<file path="config.mk">
export PLATFORM = sky130hd
export DESIGN_NAME = sfr_paged_slave
export DESIGN_NICKNAME = d
export VERILOG_FILES = /design/src/rtl/sfr_paged_slave.sv
export SDC_FILE = /design/constraint.sdc
export NUM_CORES = 1
export LEC_CHECK = 0
export ABC_AREA = 1
export ABC_CLOCK_PERIOD_IN_PS = 6400
export CAP_MARGIN = 15
export CORE_UTILIZATION = 30
export CTS_BUF_LIST = sky130_fd_sc_hd__clkbuf_4 sky130_fd_sc_hd__clkbuf_8
export DETAILED_ROUTE_END_ITERATION = 8
export PLACE_DENSITY_LB_ADDON = 0.05
export SKIP_CTS_REPAIR_TIMING = 1
export SYNTH_ARGS = -nofsm -noshare
export SYNTH_HDL_FRONTEND = slang
export SYNTH_SLANG_ARGS = --single-unit
export TNS_END_PERCENT = 5
</file>
<file path="constraint.sdc">
create_clock -name clk -period 6.4 [get_ports clk]
set_input_delay 0.96 -clock clk [delete_from_list [all_inputs] [get_ports clk]]
set_output_delay 0.96 -clock clk [all_outputs]
set_load 0.01 [all_outputs]
</file>
<file path="src/rtl/sfr_paged_slave.sv">
// sfr_paged_slave: paged SFR slave with wait states, page-select register and error pulse
module sfr_paged_slave #(
   parameter int ADDR_WIDTH    = 8,
   parameter int DATA_WIDTH    = 8,
   parameter int PAGE_NUM      = 4,
   parameter int NUM_REGS      = 8,
   parameter int BASE_ADDR     = 8'h90,
   parameter int PAGE_REG_ADDR = 8'h98,
   parameter int WAIT_STATES   = 1
) (
   input  logic                        clk,
   input  logic                        rst,
   input  logic [ADDR_WIDTH-1:0]       sfraddr,
   input  logic                        sfrwe,
   input  logic                        sfroe,
   input  logic [DATA_WIDTH-1:0]       sfrdatao,
   output logic                        sfrack,
   output logic [DATA_WIDTH-1:0]       sfrdatai,
   output logic [$clog2(PAGE_NUM)-1:0] sfr_page_sel,
   output logic                        err
);
   localparam int PW = $clog2(PAGE_NUM);
   localparam int NR = PAGE_NUM * NUM_REGS;
   localparam int IW = $clog2(NR);
   localparam logic [ADDR_WIDTH-1:0] LO = ADDR_WIDTH'(BASE_ADDR);
   localparam logic [ADDR_WIDTH-1:0] HI = ADDR_WIDTH'(BASE_ADDR + NUM_REGS - 1);
   localparam logic [ADDR_WIDTH-1:0] PA = ADDR_WIDTH'(PAGE_REG_ADDR);
   typedef enum logic [1:0] {IDLE, WAIT, ACK, RECOVER} state_t;
   state_t state, state_n;
   logic [2:0] cnt, cnt_n;
   logic [ADDR_WIDTH-1:0] a_addr, c_addr;
   logic [DATA_WIDTH-1:0] a_wdata, c_wdata;
   logic [PW-1:0] page, a_page, c_page;
   logic [DATA_WIDTH-1:0] regs [NR];
   logic a_we, a_both, c_we, hit, req, abort, abort_q, commit, bad_page;
   function automatic logic [IW-1:0] idx(input logic [PW-1:0] p, input logic [ADDR_WIDTH-1:0] a);
      return IW'(p) * IW'(NUM_REGS) + IW'(a - LO);
   endfunction
   // With zero wait states the commit edge is also the latch edge, so use live inputs in IDLE
   always_comb begin
      hit      = (sfraddr >= LO && sfraddr <= HI) || sfraddr == PA;
      req      = sfrwe | sfroe;
      c_addr   = state == IDLE ? sfraddr : a_addr;
      c_wdata  = state == IDLE ? sfrdatao : a_wdata;
      c_we     = state == IDLE ? sfrwe : a_we;
      c_page   = state == IDLE ? page : a_page;
      state_n  = state;
      cnt_n    = cnt;
      abort    = 1'b0;
      case (state)
         IDLE: if (hit && req) begin
            state_n = WAIT_STATES > 0 ? WAIT : ACK;
            cnt_n   = '0;
         end
         WAIT: if (!req) begin
            state_n = IDLE;
            abort   = 1'b1;
         end else if (int'(cnt) + 1 >= WAIT_STATES) state_n = ACK;
         else cnt_n = cnt + 3'd1;
         ACK:     state_n = RECOVER;
         default: state_n = IDLE;
      endcase
      commit   = state_n == ACK && c_we;
      bad_page = c_wdata >= DATA_WIDTH'(PAGE_NUM);
   end
   always_ff @(posedge clk) begin
      if (rst) begin
         state   <= IDLE;
         cnt     <= '0;
         abort_q <= 1'b0;
         page    <= '0;
         a_addr  <= '0;
         a_wdata <= '0;
         a_page  <= '0;
         a_we    <= 1'b0;
         a_both  <= 1'b0;
         for (int i = 0; i < NR; i++) regs[i] <= '0;
      end else begin
         state   <= state_n;
         cnt     <= cnt_n;
         abort_q <= abort;
         if (state == IDLE && hit && req) begin
            a_addr  <= sfraddr;
            a_wdata <= sfrdatao;
            a_page  <= page;
            a_we    <= sfrwe;
            a_both  <= sfrwe & sfroe;
         end
         if (commit) begin
            if (c_addr == PA) begin
               if (!bad_page) page <= c_wdata[PW-1:0];
            end else regs[idx(c_page, c_addr)] <= c_wdata;
         end
      end
   end
   assign sfrack       = state == ACK;
   assign sfr_page_sel = page;
   assign sfrdatai     = (state == ACK && !a_we) ? (a_addr == PA ? DATA_WIDTH'(page) : regs[idx(a_page, a_addr)]) : '0;
   assign err          = abort_q | (state == ACK && (a_both || (a_we && a_addr == PA && a_wdata >= DATA_WIDTH'(PAGE_NUM))));
endmodule

</file>
== Word level (Yosys, flattened, before mapping) ==
Memory sizes are Yosys's and may differ from the RTL's.
Index checks and enable logic that the tools add are counted.
Cells by class
  $add $sub $neg: 6
  magnitude comparators: 5
  divide/modulo/power cells: 0
  bitwise operators: 5
  $mul: 0
  equality and inequality tests: 9
  mux-type cells: 24
  reductions and logical operators: 18
  shifts and indexed selects: 0
Operators by type and width (count)
  $mux W8: 5
  $eq A8 B8 Y1 const B: 3
  $ge A8 B3 Y1 const B: 2
  $add A5 B5 Y5: 2
  $sub A5 B5 Y5 const B: 2
  $logic_and A1 B1 Y1: 9
  $mux W1: 9
  $mux W3: 3
  $ge A8 B8 Y1 const B: 1
  $le A8 B8 Y1 const B: 1
  $mux W2: 4
  $reduce_or A8 Y1: 1
  $pmux W2 S3: 1
  $pmux W3 S2: 1
  $mux W5: 1
  $add A3 B1 Y4 const B: 1
  $eq A2 B2 Y1 const B: 2
  $ge A4 B1 Y1 const B: 1
  $ne A2 B2 Y1 const B: 2
  $reduce_and A4 Y1: 1
  $add A3 B1 Y3 const B: 1
  $reduce_and A3 Y1: 1
  $eq A2 B1 Y1 const B: 1
  $logic_not A2 Y1: 1
  other kinds (8): 11
Word-level totals
  output and inout port bits: 12
  memories kept: 1
  bits in registers: 28
  memory bits (read-only): 0
  bits in writable memories: 256
  latch bits: 0
Memories
  regs: words 32, width 8, rd ports 1, clocked after memory_dff 0, wr ports 32, RTL line 34  | logic [DATA_WIDTH-1:0] regs [NR];

== Longest topological paths before layout ==
  depth in word-level cells: 13
  depth in mapped cells: 13

== Least setup slack after synthesis ==
No wires, ideal clock.
  path type: input port to flip-flop
  from: in sfraddr[3]
  to: mem regs[0][0], enable pin
  required time: 6.071 ns
  arrival time: 2.425 ns
  path slack: 3.646 ns
  stages on the path: 9
  cell sequence: inv_1 o21ai_0 ha_1 inv_1 nand3_1 nand3_1 nor2_2 nand2_4 nand2_1
RTL lines
  start: declaration: RTL line 13  | input logic [ADDR_WIDTH-1:0] sfraddr,
  end: declaration: RTL line 34

== Final worst setup path ==
  from: reg a_addr[1]
  to: out sfrdatai[4]
On the way
  longest elaborated chain between the ends: 5
  elaborated cells on any way between the ends: 6
  those cells by class: add/sub (2); eq/ne (1); mux (2); memory (1)
Ends and longest elaborated chain
  start: declaration: RTL line 31  | logic [ADDR_WIDTH-1:0] a_addr, c_addr;
  start signal: assignment: RTL line 83  | a_addr <= sfraddr;
  $sub A5 B5 Y5: RTL line 37  | return IW'(p) * IW'(NUM_REGS) + IW'(a - LO);
  $add A5 B5 Y5: RTL line 37
  $mem_v2 Z32 W8
  $mux W8 * (2 in a row): RTL line 98  | assign sfrdatai = (state == ACK && !a_we) ? (a_addr == PA ? DATA_WIDTH'(page) : regs[idx(a_page, a_addr)]) : ' ...
  end: declaration: RTL line 18  | output logic [DATA_WIDTH-1:0] sfrdatai,
Every way passes the cells marked *; elsewhere a longest branch is shown, timed or not.

==> key figures <==
Timing
  – Final hold violation count: 0
  – Max-slew violations: 0
  – Final setup margin: 1400 ps
  – Worst-Margin Slew: roughly 800 ps
  – Tmin final: about 5000 ps
  – Skew final: around 22 ps
  – RSZ-0062 raised after global routing: no
  – F_max: roughly 0.2 GHz
  – Slew headroom: a little under half
  – # setup viols final: 0
  – Fin Setup TNS: 0 ps
  – Tcrit/Tclk final: around four fifths

Synthesis
  – Synth cell types: 34
  – Post-synthesis net count: approximately 1.4k
  – Synth warnings: 0
  – Synth area leader: edfxtp_1
  – Mapped Area: 13500 um2
  – Adder-cell share of the synthesized area: less than 1%
  – Ys flop type: edfxtp_1
  – Synth Area in Simple Gates: between 20% and 30%
  – Post-synth ARST share: 0%
  – Largest family of logic cells by synthesized area: simple AND/OR/NAND/NOR gates
  – Synth area leaders: edfxtp_1 (57%), nor2_1 (13%), o21ai_0 (5.4%), nand2_1 (4.3%), dfxtp_1 (4.2%)
  – Yosys reg bits: 284
  – Area share of the largest cell type after synthesis: 57.1%
  – EDFF count, synth: 256
  – Synthesized instance count: about 1.4k
  – Synth top cells by count: nor2_1 (473), edfxtp_1 (256), nand2_1 (154)
  – Most frequent cell after synthesis: nor2_1
  – Mux contribution to synthesized area: less than 1%
  – Avg Cell Area, Syn: roughly 9.4 um2
  – Compound-cell area share of the yosys netlist: under 10%
  – Post-Synth XOR/XNOR Area: 0.130%
  – Post-synthesis sequential area ratio: 61.3%

Critical path
  – CP Max Fanout: 47
  – Worst-case reg-to-reg path depth: 12
  – CP Cell Sequence: buf_4 -> inv_1 -> buf_4 -> nor2_1 -> o21ai_0 -> o211ai_1 -> nand3_1 -> nand2_1 -> nor2_1 -> nor2_1 -> clkdlybuf4s50_1
  – Critical-path top delay cell: clkdlybuf4s50_1
  – Worst path required time: 5440 ps
  – CP peak stage delay: between 500 and 600 ps
  – Startpoint types: flip-flop
  – Worst path arrival time: 4040 ps
  – Crit end category: output port
  – Kind of critical path: reg2out
  – Most frequent CP cell: nor2_1

Drt
  – Number of detailed-route iterations in the first pass: 5
  – Routed vias/inst: 4.87
  – Post-DRT Antenna Nets: 0
  – Routed wire length: approximately 45000 um
  – Initial DRC Count: 821
  – Residual DRC count: 0
  – WL per Instance: around 22 um
  – Via count: slightly above 10k

Placed design
  – Final GP Congestion: between 0.7 and 0.8
  – Pre-CTS WS: 2020 ps
  – Area after DPL: between 10000 and 15000 um2
  – Hpwl dp: approximately 27000 um
  – Port bufs: 31

Global routing
  – First-pass GRT wire length: about 67000 um
  – Largest net degree at the start of global routing: 71
  – GRT Total Usage: 20.3%
  – Antenna violations before repair: 0
  – GR Overflow Total: 0
  – Vias in the first global route: a little under 10k

CTS
  – Sink Count: approximately 280
  – Worst-skew pair later-pin latency: 640 ps
  – Root buf cell: clkbuf_8
  – Clock Pin Slew Worst Setup and Hold Paths: around 50 ps
  – CTS tree: done
  – Clock Path Buffers: 3
  – Total clock buffers created by CTS: 52
  – H-tree levels: 2

Min path
  – Hold Path Class: reg2reg
  – Hold depth: 2

Floorplan
  – I/O pin count: 32
  – Row Count: between 70 and 80
  – Die width: 214 um
  – Initial core utilization: between 30% and 40%
  – Full die area: 45700 um2
  – Die H: around 210 um
  – Core ar.: 44200 um2

Layout
  – Area of the multi-input gates: around 4700 um2
  – Final-stage net count: between 1k and 1.5k
  – Post-Layout Inst Area: around 15000 um2
  – Area delta synth->final: 13.9%
  – Fill cells: 4602
  – Register Area: roughly 8300 um2
  – N_diodes: 0
  – Share of layout cells above drive strength 1: a little over a tenth

Pwr
  – Power per cell area: 264 nW/um2
  – Maximum vdd drop: about 0.11 mV
  – LEAKAGE: ~6.3 nW

Outcome
  – Status: complete, no violations

Job
  – MaxCap Viol Count: 0
-- metrics by stage --
stage,std cells,power (W),hold WS (ps),utilization [%]
6_report,2070,0.00405,445,34.7
5_1_grt,2070,0.00419,484,34.7
4_1_cts,2070,0.00410,452,34.7
3_5_place_dp,1982,0.00241,442,32.5
3_3_place_gp,1982,0.00241,439,32.5
2_1_floorplan,1425,0.00228,422,-
-- layer usage --
metal,track usage (%),up-vias,wire length [um]
met5,0,-,0
met4,5.57,0,829
li1,-,4849,-
met3,2.86,53,1690
met2,33.1,233,21400
met1,28.1,4939,21300
-- final timing paths --
path / start / to / slack [ps]
setup / recovery: a_addr[1]$_SDFFE_PP0P_ / sfrdatai[4] / 1400
hold / removal: cnt[2]$_SDFFE_PP0P_ / cnt[2]$_SDFFE_PP0P_ / 440
setup reg to reg: a_addr[1]$_SDFFE_PP0P_ / regs[14][0]$_SDFFCE_PN0P_ / 2400
hold reg to reg: cnt[2]$_SDFFE_PP0P_ / cnt[2]$_SDFFE_PP0P_ / 440
-- flip-flops by register name, indices dropped and copies added (netlist names) --
| signal | flops |
|---|---|
| sfr_page_sel | 2 |
| abort_q | 1 |
| a_we | 1 |
| state | 2 |
| a_addr | 8 |
| a_wdata | 8 |
| cnt | 3 |
| a_page | 2 |
| regs | 256 |
| a_both | 1 |
-- critical path, delay by kind of cell (launching register included) --
| family | cells | cell delay [ps] |
|---|---|---|
| buf+inv | 4 | 2030 |
| compound gates | 2 | 310 |
| flops | 1 | 310 |
| simple gates | 5 | 730 |
-- logic make-up (layout without fill, tap and decap cells) --
family | Yosys count | after routing
AND/OR/NAND/NOR | 767 | 767
adder cells (fa/ha/maj) | 4 | 4
multiplexers | 2 | 2
XOR/XNOR | 2 | 2
flip-flops | 284 | 284
buffers and inverters | 151 | 204
AO/OA/AOI/OAI | 215 | 215
-- cells in the final DEF, fill, tap and decap left out, types with 2 or more instances in the layout --
cell / count
xor2_1: 2
clkdlybuf4s50_1: 31
nor2_1: 473
nand4_1: 2
o21ai_1: 2
a21oi_1: 17
clkbuf_4: 15
inv_1: 58
ha_1: 4
inv_2: 3
nand2_1: 154
nor2_2: 8
buf_4: 22
nand2_4: 32
nor3_1: 4
o22ai_1: 2
dfxtp_1: 26
edfxtp_1: 256
o21ai_0: 144
mux2i_4: 2
clkbuf_8: 53
clkinv_2: 6
nand3_1: 84
o211ai_1: 47
nor2_8: 4
clkinvlp_4: 2
clkinv_1: 13
-- report_power, final --
group	total, W	internal [W]	switching (W)	leakage (nW)
Combinational	0.000275	0.0000592	0.000216	2.96
Sequential	0.00209	0.00207	0.0000203	2.87
Clock	0.00168	0.000887	0.000791	0.503
-- final cells by class --
cell class	count	area share (%)
clock buffers	68	5.49
clock inverters	20	0.751
inverters	63	1.55
multi-input cells	990	30.4
flip-flops and latches	284	53.8
well taps	592	4.83
repair buffers	53	3.10
(Power assumes the default switching activity.)
